`src/rtl/intr_ctrl_if.sv`:
```
// Sequencer <-> interrupt controller bundle: requests, config writes, handshake.
// Latency: none (wires only).
// Backpressure: none; irq is held until the sequencer asserts ack.
interface intr_ctrl_if #(
    parameter int NINTR = 32,
    parameter int AW    = 12
);
    logic [NINTR-1:0] intr_req;
    logic             mask_we;
    logic [NINTR-1:0] mask_data;
    logic             tab_we;
    logic [4:0]       tab_addr;
    logic [AW-1:0]    tab_data;
    logic             enable;
    logic             boundary;
    logic             ack;
    logic             done;
    logic             irq;
    logic [AW-1:0]    vector;
    logic [4:0]       num;
    logic [NINTR-1:0] pending;
    logic             busy;

    // Sequencer side: drives requests, configuration and handshake.
    modport master (
        output intr_req, mask_we, mask_data, tab_we, tab_addr, tab_data,
               enable, boundary, ack, done,
        input  irq, vector, num, pending, busy
    );

    // Controller side.
    modport slave (
        input  intr_req, mask_we, mask_data, tab_we, tab_addr, tab_data,
               enable, boundary, ack, done,
        output irq, vector, num, pending, busy
    );
endinterface

```
`src/rtl/intr_ctrl.sv`:
```
// Priority interrupt controller: pending/mask registers, vector table, IDLE/REQ/SERVICE FSM.
// Latency: irq rises one cycle after an eligible source is seen at a boundary with enable.
// Backpressure: irq/num/vector held stable until ack; no new interrupt until done.
module intr_ctrl #(
    parameter int NINTR = 32,
    parameter int AW    = 12
) (
    input  logic        clk,
    input  logic        reset,
    intr_ctrl_if.slave  bus
);

    typedef enum logic [1:0] {
        IDLE    = 2'd0,
        REQ     = 2'd1,
        SERVICE = 2'd2
    } state_t;

    state_t           state_q, state_d;
    logic [NINTR-1:0] pending_q, pending_d;
    logic [NINTR-1:0] mask_q;
    logic [4:0]       num_q, num_d;
    logic [AW-1:0]    vector_q, vector_d;
    logic [AW-1:0]    tab_q [32];

    logic [NINTR-1:0] elig;
    logic [NINTR-1:0] clr_vec;
    logic [4:0]       sel;

    assign elig = pending_q & ~mask_q;

    // Lowest eligible index wins: scan downwards so the last hit is the smallest index.
    always_comb begin
        sel = 5'd0;
        for (int i = NINTR - 1; i >= 0; i--) begin
            if (elig[i]) sel = 5'(i);
        end
    end

    // Clear the presented source on ack; a same-cycle request re-sets it (set wins).
    always_comb begin
        clr_vec = '0;
        if (state_q == REQ && bus.ack) clr_vec[num_q] = 1'b1;
        pending_d = (pending_q & ~clr_vec) | bus.intr_req;
    end

    // Next-state and latch values; the table read sees the pre-write word.
    always_comb begin
        state_d  = state_q;
        num_d    = num_q;
        vector_d = vector_q;
        case (state_q)
            IDLE: begin
                if (bus.boundary && bus.enable && (elig != '0)) begin
                    state_d  = REQ;
                    num_d    = sel;
                    vector_d = tab_q[sel];
                end
            end
            REQ: begin
                if (bus.ack) state_d = SERVICE;
            end
            SERVICE: begin
                if (bus.done) state_d = IDLE;
            end
            default: state_d = IDLE;
        endcase
    end

    // Control state, pending and mask registers; reset overrides everything.
    always_ff @(posedge clk) begin
        if (reset) begin
            state_q   <= IDLE;
            pending_q <= '0;
            mask_q    <= '0;
            num_q     <= '0;
            vector_q  <= '0;
        end else begin
            state_q   <= state_d;
            pending_q <= pending_d;
            num_q     <= num_d;
            vector_q  <= vector_d;
            if (bus.mask_we) mask_q <= bus.mask_data;
        end
    end

    // Vector table survives reset so firmware need not reload it.
    always_ff @(posedge clk) begin
        if (bus.tab_we) tab_q[bus.tab_addr] <= bus.tab_data;
    end

    assign bus.irq     = (state_q == REQ);
    assign bus.busy    = (state_q == SERVICE);
    assign bus.num     = num_q;
    assign bus.vector  = vector_q;
    assign bus.pending = pending_q;

endmodule

```
`src/flat_wrapper.sv`:
```
// flat-port wrapper written by rule: the top's interface ports become plain ports
module intr_ctrl_flat 
#(
    parameter int NINTR = 32,
    parameter int AW    = 12
)
  (clk, reset, bus_intr_req, bus_mask_we, bus_mask_data, bus_tab_we, bus_tab_addr, bus_tab_data, bus_enable, bus_boundary, bus_ack, bus_done, bus_irq, bus_vector, bus_num, bus_pending, bus_busy);
  intr_ctrl_if #(.NINTR(NINTR), .AW(AW)) bus_i ();
  input  logic clk;
  input  logic reset;
  input wire logic [$bits(bus_i.intr_req)-1:0] bus_intr_req;
  input wire logic [$bits(bus_i.mask_we)-1:0] bus_mask_we;
  input wire logic [$bits(bus_i.mask_data)-1:0] bus_mask_data;
  input wire logic [$bits(bus_i.tab_we)-1:0] bus_tab_we;
  input wire logic [$bits(bus_i.tab_addr)-1:0] bus_tab_addr;
  input wire logic [$bits(bus_i.tab_data)-1:0] bus_tab_data;
  input wire logic [$bits(bus_i.enable)-1:0] bus_enable;
  input wire logic [$bits(bus_i.boundary)-1:0] bus_boundary;
  input wire logic [$bits(bus_i.ack)-1:0] bus_ack;
  input wire logic [$bits(bus_i.done)-1:0] bus_done;
  output wire logic [$bits(bus_i.irq)-1:0] bus_irq;
  output wire logic [$bits(bus_i.vector)-1:0] bus_vector;
  output wire logic [$bits(bus_i.num)-1:0] bus_num;
  output wire logic [$bits(bus_i.pending)-1:0] bus_pending;
  output wire logic [$bits(bus_i.busy)-1:0] bus_busy;
  assign bus_i.intr_req = bus_intr_req;
  assign bus_i.mask_we = bus_mask_we;
  assign bus_i.mask_data = bus_mask_data;
  assign bus_i.tab_we = bus_tab_we;
  assign bus_i.tab_addr = bus_tab_addr;
  assign bus_i.tab_data = bus_tab_data;
  assign bus_i.enable = bus_enable;
  assign bus_i.boundary = bus_boundary;
  assign bus_i.ack = bus_ack;
  assign bus_i.done = bus_done;
  assign bus_irq = bus_i.irq;
  assign bus_vector = bus_i.vector;
  assign bus_num = bus_i.num;
  assign bus_pending = bus_i.pending;
  assign bus_busy = bus_i.busy;
  intr_ctrl #(.NINTR(NINTR), .AW(AW)) u_core (.clk(clk), .reset(reset), .bus(bus_i));
endmodule
```
`config.mk`:
```
export PLATFORM = sky130hd
export DESIGN_NAME = intr_ctrl_flat
export DESIGN_NICKNAME = d
export VERILOG_FILES = /design/src/rtl/intr_ctrl_if.sv /design/src/rtl/intr_ctrl.sv /design/src/flat_wrapper.sv
export SDC_FILE = /design/constraint.sdc
export NUM_CORES = 1
export LEC_CHECK = 0
export ABC_AREA = 0
export CORE_AREA = 2 2 181 183
export CTS_CLUSTER_SIZE = 28
export DETAILED_ROUTE_END_ITERATION = 10
export DIE_AREA = 0 0 183 185
export DONT_BUFFER_PORTS = 1
export GPL_ROUTABILITY_DRIVEN = 0
export HOLD_SLACK_MARGIN = 0.03
export PLACE_DENSITY_LB_ADDON = 0.3
export SLEW_MARGIN = 10
export SYNTH_ARGS = -nofsm -noshare
export SYNTH_HDL_FRONTEND = slang
export SYNTH_SLANG_ARGS = --single-unit
```
`constraint.sdc`:
```
create_clock -name clk -period 5.5 [get_ports clk]
set_input_delay 0 -clock clk [delete_from_list [all_inputs] [get_ports clk]]
set_output_delay 0 -clock clk [all_outputs]
set_load 0.005 [all_outputs]
```
==> report_table.html, run 1 <==
<table>
<tr><th>Metric</th><th>Value</th></tr>
<tr><th colspan="2">Outcome</th></tr>
<tr><td>Result of the run</td><td>completed</td></tr>
<tr><th colspan="2">Power</th></tr>
<tr><td>Pint</td><td>6.09 mW</td></tr>
<tr><td>Sum of internal, switching and leakage power</td><td>8.11 mW</td></tr>
<tr><td>Clock network fraction of total power</td><td>0.386</td></tr>
<tr><td>Combinational share of power</td><td>0.126</td></tr>
<tr><td>Switching share of power</td><td>0.249</td></tr>
<tr><td>Sequential power share</td><td>0.488</td></tr>
<tr><td>Total power divided by cell area</td><td>363 nW/µm²</td></tr>
<tr><td>Worst voltage drop across the vdd grid</td><td>0.318 mV</td></tr>
<tr><td>Switching component of the power</td><td>2.02 mW</td></tr>
<tr><td>Leakage</td><td>7.78 nW</td></tr>
<tr><th colspan="2">Global routing</th></tr>
<tr><td>Wire length of the first global-routing pass</td><td>77900 µm</td></tr>
<tr><td>Number of global-route vias before repair</td><td>13.1k</td></tr>
<tr><td>Number of antenna violations at the first check in global routing</td><td>1</td></tr>
<tr><td>Pin count of the biggest net entering global routing</td><td>84</td></tr>
<tr><td>Total overflow reported by the global router</td><td>0</td></tr>
<tr><td>Global-route total usage across every layer</td><td>0.310</td></tr>
<tr><th colspan="2">Die</th></tr>
<tr><td>CORE AREA</td><td>32000 µm²</td></tr>
<tr><td>Die H</td><td>185 µm</td></tr>
<tr><td>Count of boundary I/O pins</td><td>140</td></tr>
<tr><td>Cell Rows</td><td>66</td></tr>
<tr><td>Total die area</td><td>33900 µm²</td></tr>
<tr><td>Horiz. Die Dim</td><td>183 µm</td></tr>
<tr><td>Effective utilization at floorplan</td><td>0.590</td></tr>
<tr><th colspan="2">Logic synthesis</th></tr>
<tr><td>Synthesized instance count</td><td>1471</td></tr>
<tr><td>Post-synthesis sequential element count</td><td>467</td></tr>
<tr><td>Top cells by area, synth</td><td>sky130_fd_sc_hd__edfxtp_1, sky130_fd_sc_hd__dfxtp_1, sky130_fd_sc_hd__mux2i_1, sky130_fd_sc_hd__nand2_1, sky130_fd_sc_hd__nor2_1</td></tr>
<tr><td>Biggest area consumer among synthesized cells</td><td>sky130_fd_sc_hd__edfxtp_1</td></tr>
<tr><td>Sequential-to-total area share from yosys stat</td><td>0.698</td></tr>
<tr><td>Post-synthesis area per instance</td><td>12.8 µm²</td></tr>
<tr><td>Nets in the synthesized netlist</td><td>1560</td></tr>
<tr><td>Proportion of synthesized flip-flops having asynchronous set or reset</td><td>0</td></tr>
<tr><td>Number of enable flip-flop cells after synthesis</td><td>384</td></tr>
<tr><td>Top-area cell type share of the netlist area</td><td>0.610</td></tr>
<tr><td>Area of the mapped netlist</td><td>18900 µm²</td></tr>
<tr><td>Count of synthesis-stage warnings from yosys</td><td>0</td></tr>
<tr><td>Most instantiated flip-flop cell in the synthesis netlist</td><td>sky130_fd_sc_hd__edfxtp_1</td></tr>
<tr><td>Number of distinct library cell variants in the gate-level netlist after synthesis</td><td>69</td></tr>
<tr><th colspan="2">Placement</th></tr>
<tr><td>HPWL Detailed</td><td>30600 µm</td></tr>
<tr><td>IO Port Bufs</td><td>0</td></tr>
<tr><th colspan="2">STA</th></tr>
<tr><td>Worst-margin pin slew</td><td>1.21 ns</td></tr>
<tr><td>Clock period minus worst slack</td><td>4.16 ns</td></tr>
<tr><td>Setup TNS</td><td>0 ns</td></tr>
<tr><td>Number of setup violations in the final report</td><td>0</td></tr>
<tr><td>Relative slew slack</td><td>0.189</td></tr>
<tr><td>Period Utilization, post-route</td><td>0.756</td></tr>
<tr><td>Hold_ws</td><td>0.0456 ns</td></tr>
<tr><td>Max Freq</td><td>0.241 GHz</td></tr>
<tr><td>Number of max-slew violations in the final report</td><td>0</td></tr>
<tr><td>RSZ-0062 raised after global routing</td><td>no</td></tr>
<tr><td>Final count of hold timing violations</td><td>0</td></tr>
<tr><td>Clock Skews</td><td>0.0244 ns</td></tr>
<tr><th colspan="2">Critical path</th></tr>
<tr><td>Crit path launch type</td><td>register</td></tr>
<tr><td>Launch instance of the worst register-to-register path</td><td>u_core.bus.pending[0]$_SDFF_PP0_</td></tr>
<tr><td>Depth of the most critical reg-to-reg path</td><td>12</td></tr>
<tr><td>R2r setup slk</td><td>1.34 ns</td></tr>
<tr><td>Worst-path fanout max</td><td>22</td></tr>
<tr><td>Data required time of the critical path</td><td>5.94 ns</td></tr>
<tr><td>Kind of critical path</td><td>register to register</td></tr>
<tr><td>Endpoint arrival time on the critical path</td><td>4.60 ns</td></tr>
<tr><td>Nature of the critical path endpoint</td><td>register</td></tr>
<tr><td>Endpoint of the most critical register-to-register path</td><td>u_core.bus.vector[9]$_SDFFE_PP0P_</td></tr>
<tr><th colspan="2">Final layout</th></tr>
<tr><td>Final layout net count</td><td>1704</td></tr>
<tr><td>Share of cells above drive strength 1</td><td>0.0939</td></tr>
<tr><td>Inserted Diodes</td><td>0</td></tr>
<tr><td>Syn-to-layout area delta</td><td>18.2%</td></tr>
<tr><th colspan="2">Hold path</th></tr>
<tr><td>Worst hold endpoint</td><td>u_core.tab_q[12][8]$_DFFE_PP_</td></tr>
<tr><td>Min-Delay Path Class</td><td>primary input to register</td></tr>
<tr><td>Source of the worst hold timing path</td><td>bus_tab_addr[3]</td></tr>
<tr><td>Instance count along the most critical hold path</td><td>2</td></tr>
<tr><th colspan="2">Clock network</th></tr>
<tr><td>Count of cells resized by post-cts repair</td><td>0</td></tr>
<tr><td>Skew-Pair Late Insertion Delay</td><td>0.56 ns</td></tr>
<tr><td>Num CTS Buffers</td><td>46</td></tr>
<tr><td>Maximum level of the CTS H-tree</td><td>2</td></tr>
<tr><td>Clk sink count</td><td>467</td></tr>
<tr><td>Reg clk slew, reported paths</td><td>0.07 ns</td></tr>
<tr><td>CTS Root Buffer Type</td><td>sky130_fd_sc_hd__clkbuf_16</td></tr>
<tr><td>Max Root-Sink Buffers</td><td>3</td></tr>
<tr><td>Clock tree from TritonCTS</td><td>built</td></tr>
<tr><th colspan="2">Routing</th></tr>
<tr><td>Post-DRT Antenna Nets</td><td>0</td></tr>
<tr><td>Remaining DRCs</td><td>0</td></tr>
<tr><td>First-iteration detailed-routing DRC count</td><td>1648</td></tr>
<tr><td>Wire length per cell after detailed routing</td><td>25.5 µm</td></tr>
<tr><td>Vias per Instance</td><td>6.47</td></tr>
<tr><td>Via count of the routed design</td><td>13.3k</td></tr>
<tr><td>Overall routed net length</td><td>52500 µm</td></tr>
<tr><td>Detailed-routing iteration count for the pre-antenna-repair pass</td><td>6</td></tr>
<tr><th colspan="2">Run</th></tr>
<tr><td>Reported max-cap violation count</td><td>0</td></tr>
</table>
-- sequential cells by signal, summed over array words and instances (netlist names) --
| register | count |
|---|---|
| u_core.tab_q | 384 |
| u_core.bus.pending | 32 |
| u_core.mask_q | 32 |
| u_core.bus.vector | 12 |
| u_core.bus.num | 5 |
| u_core.state_q | 2 |
-- layout by cell type, fill, tap and decap left out, drive strengths merged, types with 9 or more instances in the layout --
| cell type | count |
|---|---|
| nor3 | 19 |
| nand2b | 25 |
| o21ai | 50 |
| nand3 | 52 |
| mux2i | 88 |
| buf | 55 |
| dfxtp | 83 |
| nor2 | 144 |
| or3 | 11 |
| a32oi | 21 |
| a31oi | 36 |
| dlygate4sd3 | 126 |
| and3 | 22 |
| nor2b | 20 |
| a21oi | 73 |
| a22o | 9 |
| a22oi | 10 |
| edfxtp | 384 |
| nand2 | 221 |
| a41oi | 9 |
| o211ai | 17 |
| clkbuf | 64 |
| clkinv | 16 |
| a211oi | 12 |
-- cell usage after synthesis (all sizes together), types with 7 or more instances --
library cell,number
a2111oi,7
a211oi,12
a21oi,73
a22o,9
a22oi,10
a31oi,36
a32oi,21
a41oi,9
and3,22
buf,49
clkbuf,36
dfxtp,83
edfxtp,384
mux2i,88
nand2,221
nand2b,25
nand3,52
nand4,7
nor2,144
nor2b,20
nor3,19
nor4,7
o211ai,17
o21ai,50
or3,11
-- timing repair --
action,4_1_cts,5_1_grt
setup endpoints to repair,0,0
buffers inserted,0,0
hold endpoints to repair,680,0
hold buffers,133,0
-- metal layers --
metal,track usage,wire [µm],part of all wire,vias up
li1,-,-,-,5818
met1,0.396,19700,0.38,6530
met2,0.507,24800,0.47,815
met3,0.0769,5660,0.11,159
met4,0.139,2320,0.044,2
met5,0,15,0.00029,-
-- worst max path at each step --
stage	startpoint	to	slack (ns)	cells after the start
after floorplan	u_core.bus.pending[30]$_SDFF_PP0_	u_core.bus.vector[4]$_SDFFE_PP0P_	3.06	10
after global placement	u_core.bus.pending[6]$_SDFF_PP0_	u_core.bus.vector[11]$_SDFFE_PP0P_	2.03	9
after detailed placement	u_core.bus.pending[16]$_SDFF_PP0_	u_core.bus.vector[3]$_SDFFE_PP0P_	1.96	10
after CTS	u_core.bus.pending[16]$_SDFF_PP0_	u_core.bus.vector[9]$_SDFFE_PP0P_	1.43	11
after global routing	u_core.bus.pending[0]$_SDFF_PP0_	u_core.bus.vector[9]$_SDFFE_PP0P_	1.16	12
final	u_core.bus.pending[0]$_SDFF_PP0_	u_core.bus.vector[9]$_SDFFE_PP0P_	1.34	12
-- power by group through the flow --
| stage | combinational (mW) | clock, mW | sequential, mW |
|---|---|---|---|
| 4_1_cts | 0.996 | 3.14 | 3.95 |
| 3_3_place_gp | 0.824 | 0 | 4.03 |
| 6_report | 1.02 | 3.13 | 3.96 |
| 3_5_place_dp | 0.837 | 0 | 4.03 |
| 2_1_floorplan | 0.626 | 0 | 4.01 |
| 5_1_grt | 1.09 | 3.28 | 3.96 |
-- worst max-delay path: stages (launching register included) --
cell and delay [ns]:
sky130_fd_sc_hd__dfxtp_1 0.36, sky130_fd_sc_hd__nor2b_1 0.15, sky130_fd_sc_hd__buf_4 0.19, sky130_fd_sc_hd__nor4_4 0.36, sky130_fd_sc_hd__o211ai_1 0.22, sky130_fd_sc_hd__o21a_1 0.30, sky130_fd_sc_hd__buf_4 0.23, sky130_fd_sc_hd__nor2_2 0.83
sky130_fd_sc_hd__buf_4 0.34, sky130_fd_sc_hd__a31oi_1 0.10, sky130_fd_sc_hd__a32oi_1 0.22, sky130_fd_sc_hd__a41oi_1 0.13, sky130_fd_sc_hd__dlygate4sd3_1 0.59
-- metrics by stage --
step / utilization / setup WS (ns) / area [µm²] / std cells
finish: 0.697 / 1.34 / 22300 / 2059
global route: 0.697 / 1.16 / 22300 / 2059
CTS: 0.697 / 1.43 / 22300 / 2059
detailed placement: 0.606 / 1.96 / 19400 / 1842
global placement: 0.606 / 2.03 / 19400 / 1842
floorplan: - / 3.06 / 18900 / 1471
-- kinds of logic after synthesis --
family	synth area share
and+or+nand+nor	0.131
DFF	0.698
AOI/OAI and AO/OA	0.0997
muxes	0.0496
buffers and inverters	0.0215
-- cell type report --
| cell class | instances | area, µm² |
|---|---|---|
| clock buffer | 64 | 1330 |
| clock inverter | 20 | 185 |
| fill | 2086 | 9700 |
| inverter | 2 | 7.51 |
| multi-input combinational | 917 | 5330 |
| sequential | 467 | 13200 |
| tap | 408 | 510 |
| timing repair buffer | 181 | 1780 |
(Power assumes the default switching activity.)
==> run 2: changes to the inputs <==
--- a/config.mk
+++ b/config.mk
@@ -5,11 +5,11 @@
 export SDC_FILE = /design/constraint.sdc
 export NUM_CORES = 1
 export LEC_CHECK = 0
-export ABC_AREA = 0
-export CORE_AREA = 2 2 181 183
+export ABC_AREA = 1
+export CORE_AREA = 2 2 194 196
 export CTS_CLUSTER_SIZE = 28
 export DETAILED_ROUTE_END_ITERATION = 10
-export DIE_AREA = 0 0 183 185
+export DIE_AREA = 0 0 196 198
 export DONT_BUFFER_PORTS = 1
 export GPL_ROUTABILITY_DRIVEN = 0
 export HOLD_SLACK_MARGIN = 0.03
==> constraint.sdc (replaced) <==
create_clock -name clk -period 3.45 [get_ports clk]
set_input_delay 0 -clock clk [delete_from_list [all_inputs] [get_ports clk]]
set_output_delay 0 -clock clk [all_outputs]
set_load 0.005 [all_outputs]
==> report_table.html, run 2 <==
<table>
<tr><th>Metric</th><th>Value</th></tr>
<tr><th colspan="2">Final layout</th></tr>
<tr><td>Share of cells above drive strength 1</td><td>0.128</td></tr>
<tr><td>Syn-to-layout area delta</td><td>22.2%</td></tr>
<tr><td>Number of flip-flops in the largest register</td><td>384</td></tr>
<tr><td>Most used cells in the layout excluding fill and tap cells</td><td>sky130_fd_sc_hd__edfxtp_1, sky130_fd_sc_hd__nand3_1, sky130_fd_sc_hd__inv_1, sky130_fd_sc_hd__nand2_1, sky130_fd_sc_hd__nand3b_1</td></tr>
<tr><td>Final layout net count</td><td>2286</td></tr>
<tr><td>Most common cell after layout, fill and taps aside</td><td>sky130_fd_sc_hd__edfxtp_1</td></tr>
<tr><td>Inserted Diodes</td><td>0</td></tr>
<tr><td>Number of filler cells placed in the layout</td><td>2621</td></tr>
<tr><td>Top register by number of flip-flops</td><td>u_core.tab_q</td></tr>
<tr><th colspan="2">Global routing</th></tr>
<tr><td>Global-route total usage across every layer</td><td>0.299</td></tr>
<tr><td>Number of antenna violations at the first check in global routing</td><td>0</td></tr>
<tr><td>Pin count of the biggest net entering global routing</td><td>194</td></tr>
<tr><td>Total overflow reported by the global router</td><td>0</td></tr>
<tr><td>Number of global-route vias before repair</td><td>15.1k</td></tr>
<tr><td>Wire length of the first global-routing pass</td><td>87700 µm</td></tr>
<tr><th colspan="2">Logic synthesis</th></tr>
<tr><td>Post-synthesis sequential element count</td><td>467</td></tr>
<tr><td>Post-synthesis area per instance</td><td>10.0 µm²</td></tr>
<tr><td>Sequential-to-total area share from yosys stat</td><td>0.641</td></tr>
<tr><td>Number of enable flip-flop cells after synthesis</td><td>384</td></tr>
<tr><td>Top-area cell type share of the netlist area</td><td>0.560</td></tr>
<tr><td>Leading cell type by number of instances after synthesis</td><td>sky130_fd_sc_hd__nand3_1</td></tr>
<tr><td>Most used standard cells in the synthesized netlist</td><td>sky130_fd_sc_hd__nand3_1, sky130_fd_sc_hd__edfxtp_1, sky130_fd_sc_hd__nand2_1</td></tr>
<tr><td>Count of synthesis-stage warnings from yosys</td><td>0</td></tr>
<tr><td>Biggest area consumer among synthesized cells</td><td>sky130_fd_sc_hd__edfxtp_1</td></tr>
<tr><td>Nets in the synthesized netlist</td><td>2146</td></tr>
<tr><td>Proportion of synthesized flip-flops having asynchronous set or reset</td><td>0</td></tr>
<tr><td>Synthesized instance count</td><td>2057</td></tr>
<tr><td>Area of the mapped netlist</td><td>20600 µm²</td></tr>
<tr><td>Top cells by area, synth</td><td>sky130_fd_sc_hd__edfxtp_1, sky130_fd_sc_hd__nand3_1, sky130_fd_sc_hd__dfxtp_1, sky130_fd_sc_hd__nand2_1, sky130_fd_sc_hd__inv_1</td></tr>
<tr><td>Most instantiated flip-flop cell in the synthesis netlist</td><td>sky130_fd_sc_hd__edfxtp_1</td></tr>
<tr><td>Number of distinct library cell variants in the gate-level netlist after synthesis</td><td>23</td></tr>
<tr><th colspan="2">Die</th></tr>
<tr><td>CORE AREA</td><td>37000 µm²</td></tr>
<tr><td>Cell Rows</td><td>71</td></tr>
<tr><td>Horiz. Die Dim</td><td>196 µm</td></tr>
<tr><td>Count of boundary I/O pins</td><td>140</td></tr>
<tr><td>Effective utilization at floorplan</td><td>0.557</td></tr>
<tr><td>Total die area</td><td>38800 µm²</td></tr>
<tr><td>Die H</td><td>198 µm</td></tr>
<tr><th colspan="2">Critical path</th></tr>
<tr><td>Cell with the most instances on the worst path</td><td>sky130_fd_sc_hd__nand2_1</td></tr>
<tr><td>Critical path's largest stage delay</td><td>0.33 ns</td></tr>
<tr><td>Nature of the critical path endpoint</td><td>register</td></tr>
<tr><td>R2r setup slk</td><td>0.05 ns</td></tr>
<tr><td>Slowest cell on crit path</td><td>sky130_fd_sc_hd__dfxtp_2</td></tr>
<tr><td>Data required time of the critical path</td><td>3.93 ns</td></tr>
<tr><td>Endpoint arrival time on the critical path</td><td>3.88 ns</td></tr>
<tr><td>Kind of critical path</td><td>register to register</td></tr>
<tr><td>Crit path launch type</td><td>register</td></tr>
<tr><td>Depth of the most critical reg-to-reg path</td><td>44</td></tr>
<tr><td>Worst-path fanout max</td><td>6</td></tr>
<tr><th colspan="2">Outcome</th></tr>
<tr><td>Result of the run</td><td>completed</td></tr>
<tr><th colspan="2">Clock network</th></tr>
<tr><td>Maximum level of the CTS H-tree</td><td>2</td></tr>
<tr><td>Clock tree from TritonCTS</td><td>built</td></tr>
<tr><td>Max Root-Sink Buffers</td><td>3</td></tr>
<tr><td>Skew-Pair Late Insertion Delay</td><td>0.58 ns</td></tr>
<tr><td>CTS Root Buffer Type</td><td>sky130_fd_sc_hd__clkbuf_16</td></tr>
<tr><td>Reg clk slew, reported paths</td><td>0.06 ns</td></tr>
<tr><td>Clk sink count</td><td>467</td></tr>
<tr><td>Num CTS Buffers</td><td>48</td></tr>
<tr><th colspan="2">Routing</th></tr>
<tr><td>Post-DRT Antenna Nets</td><td>0</td></tr>
<tr><td>First-iteration detailed-routing DRC count</td><td>2415</td></tr>
<tr><td>Detailed-routing iteration count for the pre-antenna-repair pass</td><td>6</td></tr>
<tr><td>Vias per Instance</td><td>5.93</td></tr>
<tr><td>Via count of the routed design</td><td>16.0k</td></tr>
<tr><td>Wire length per cell after detailed routing</td><td>22.6 µm</td></tr>
<tr><td>Remaining DRCs</td><td>0</td></tr>
<tr><td>Overall routed net length</td><td>61200 µm</td></tr>
<tr><th colspan="2">Hold path</th></tr>
<tr><td>Min-Delay Path Class</td><td>primary input to register</td></tr>
<tr><td>Instance count along the most critical hold path</td><td>4</td></tr>
<tr><th colspan="2">STA</th></tr>
<tr><td>Number of max-slew violations in the final report</td><td>0</td></tr>
<tr><td>Clock period minus worst slack</td><td>3.40 ns</td></tr>
<tr><td>Relative slew slack</td><td>0.135</td></tr>
<tr><td>Worst-case setup margin in the final layout</td><td>0.0479 ns</td></tr>
<tr><td>RSZ-0062 raised after global routing</td><td>yes</td></tr>
<tr><td>Worst-margin pin slew</td><td>1.29 ns</td></tr>
<tr><td>Final count of hold timing violations</td><td>0</td></tr>
<tr><td>Number of setup violations in the final report</td><td>0</td></tr>
<tr><td>Clock Skews</td><td>0.0171 ns</td></tr>
<tr><td>Setup TNS</td><td>0 ns</td></tr>
<tr><td>Period Utilization, post-route</td><td>0.986</td></tr>
<tr><td>Max Freq</td><td>0.294 GHz</td></tr>
<tr><th colspan="2">Power</th></tr>
<tr><td>Sum of internal, switching and leakage power</td><td>13.8 mW</td></tr>
<tr><td>Total power divided by cell area</td><td>548 nW/µm²</td></tr>
<tr><td>Worst voltage drop across the vdd grid</td><td>0.421 mV</td></tr>
<tr><td>Leakage</td><td>10.4 nW</td></tr>
<tr><th colspan="2">Placement</th></tr>
<tr><td>HPWL Detailed</td><td>33700 µm</td></tr>
<tr><td>Worst slack at placement</td><td>0.0145 ns</td></tr>
<tr><td>IO Port Bufs</td><td>0</td></tr>
<tr><th colspan="2">Run</th></tr>
<tr><td>Reported max-cap violation count</td><td>0</td></tr>
</table>
==> run 2: final cells by class <==
| type | count | area, µm² | area share |
|---|---|---|---|
| clock buffer | 60 | 1310 | 0.0519 |
| sequential | 467 | 13200 | 0.524 |
| timing repair buffer | 205 | 2540 | 0.101 |
| tap | 474 | 593 | 0.0236 |
| multi-input combinational | 1125 | 6040 | 0.240 |
| inverter | 350 | 1320 | 0.0523 |
| clock inverter | 26 | 166 | 0.00661 |
==> run 2: per-layer routing <==
metal,vias up,part of all wire,GRT usage,wire length [µm]
li1,7166,-,-,-
met1,7574,0.37,0.392,22600
met2,1142,0.47,0.487,28800
met3,157,0.13,0.0727,7810
met4,0,0.032,0.114,1950
met5,-,0,0,0
==> run 2: power by group <==
group          internal, mW  switching [mW]  leakage (nW)
sequential             6.22          0.0879          4.15
clock                  2.81            2.13         0.723
combinational         0.959            1.59          5.56
total                  9.99            3.81          10.4
==> run 2: critical path: cells and delay by family, from the launching register on <==
kind	cells	cell delay (ns)
DFF	1	0.33
buffers and inverters	5	0.50
and+or+nand+nor	39	2.50
==> run 2: cells by family (layout without fill, tap and decap cells) <==
group,count (synthesis),count (layout),share of synthesized area
compound gates,144,144,0.0356
flops,467,467,0.641
simple gates,980,981,0.230
buf+inv,466,641,0.0939
==> run 2: metrics by stage <==
stage,instance area [µm²],utilization,hold WS [ns],std cells
3_3_place_gp,21300,0.577,0.0721,2480
6_report,25200,0.681,0.0569,2707
2_1_floorplan,20600,-,0.0989,2057
5_1_grt,25200,0.681,0.0981,2707
3_5_place_dp,21300,0.577,0.0750,2480
4_1_cts,24100,0.651,0.0374,2679
==> run 2: repair_timing <==
action                                  CTS  global route
gates resized for setup                   2           127
gates cloned                              0            18
buffers inserted                          0            11
hold buffers                            113             0
pin swaps                                 0            79
hold endpoints to repair                587             0
endpoints found under the setup margin    2            12
==> run 2: worst paths after layout <==
| path | to | startpoint |
|---|---|---|
| worst max register to register | u_core.bus.vector[6]$_SDFFE_PP0P_ | u_core.bus.pending[31]$_SDFF_PP0_ |
| worst min-delay path | u_core.tab_q[12][3]$_DFFE_PP_ | bus_tab_addr[4] |
| worst min register to register | u_core.mask_q[20]$_SDFFE_PP0P_ | u_core.mask_q[20]$_SDFFE_PP0P_ |
| worst max-delay path | u_core.bus.vector[6]$_SDFFE_PP0P_ | u_core.bus.pending[31]$_SDFF_PP0_ |
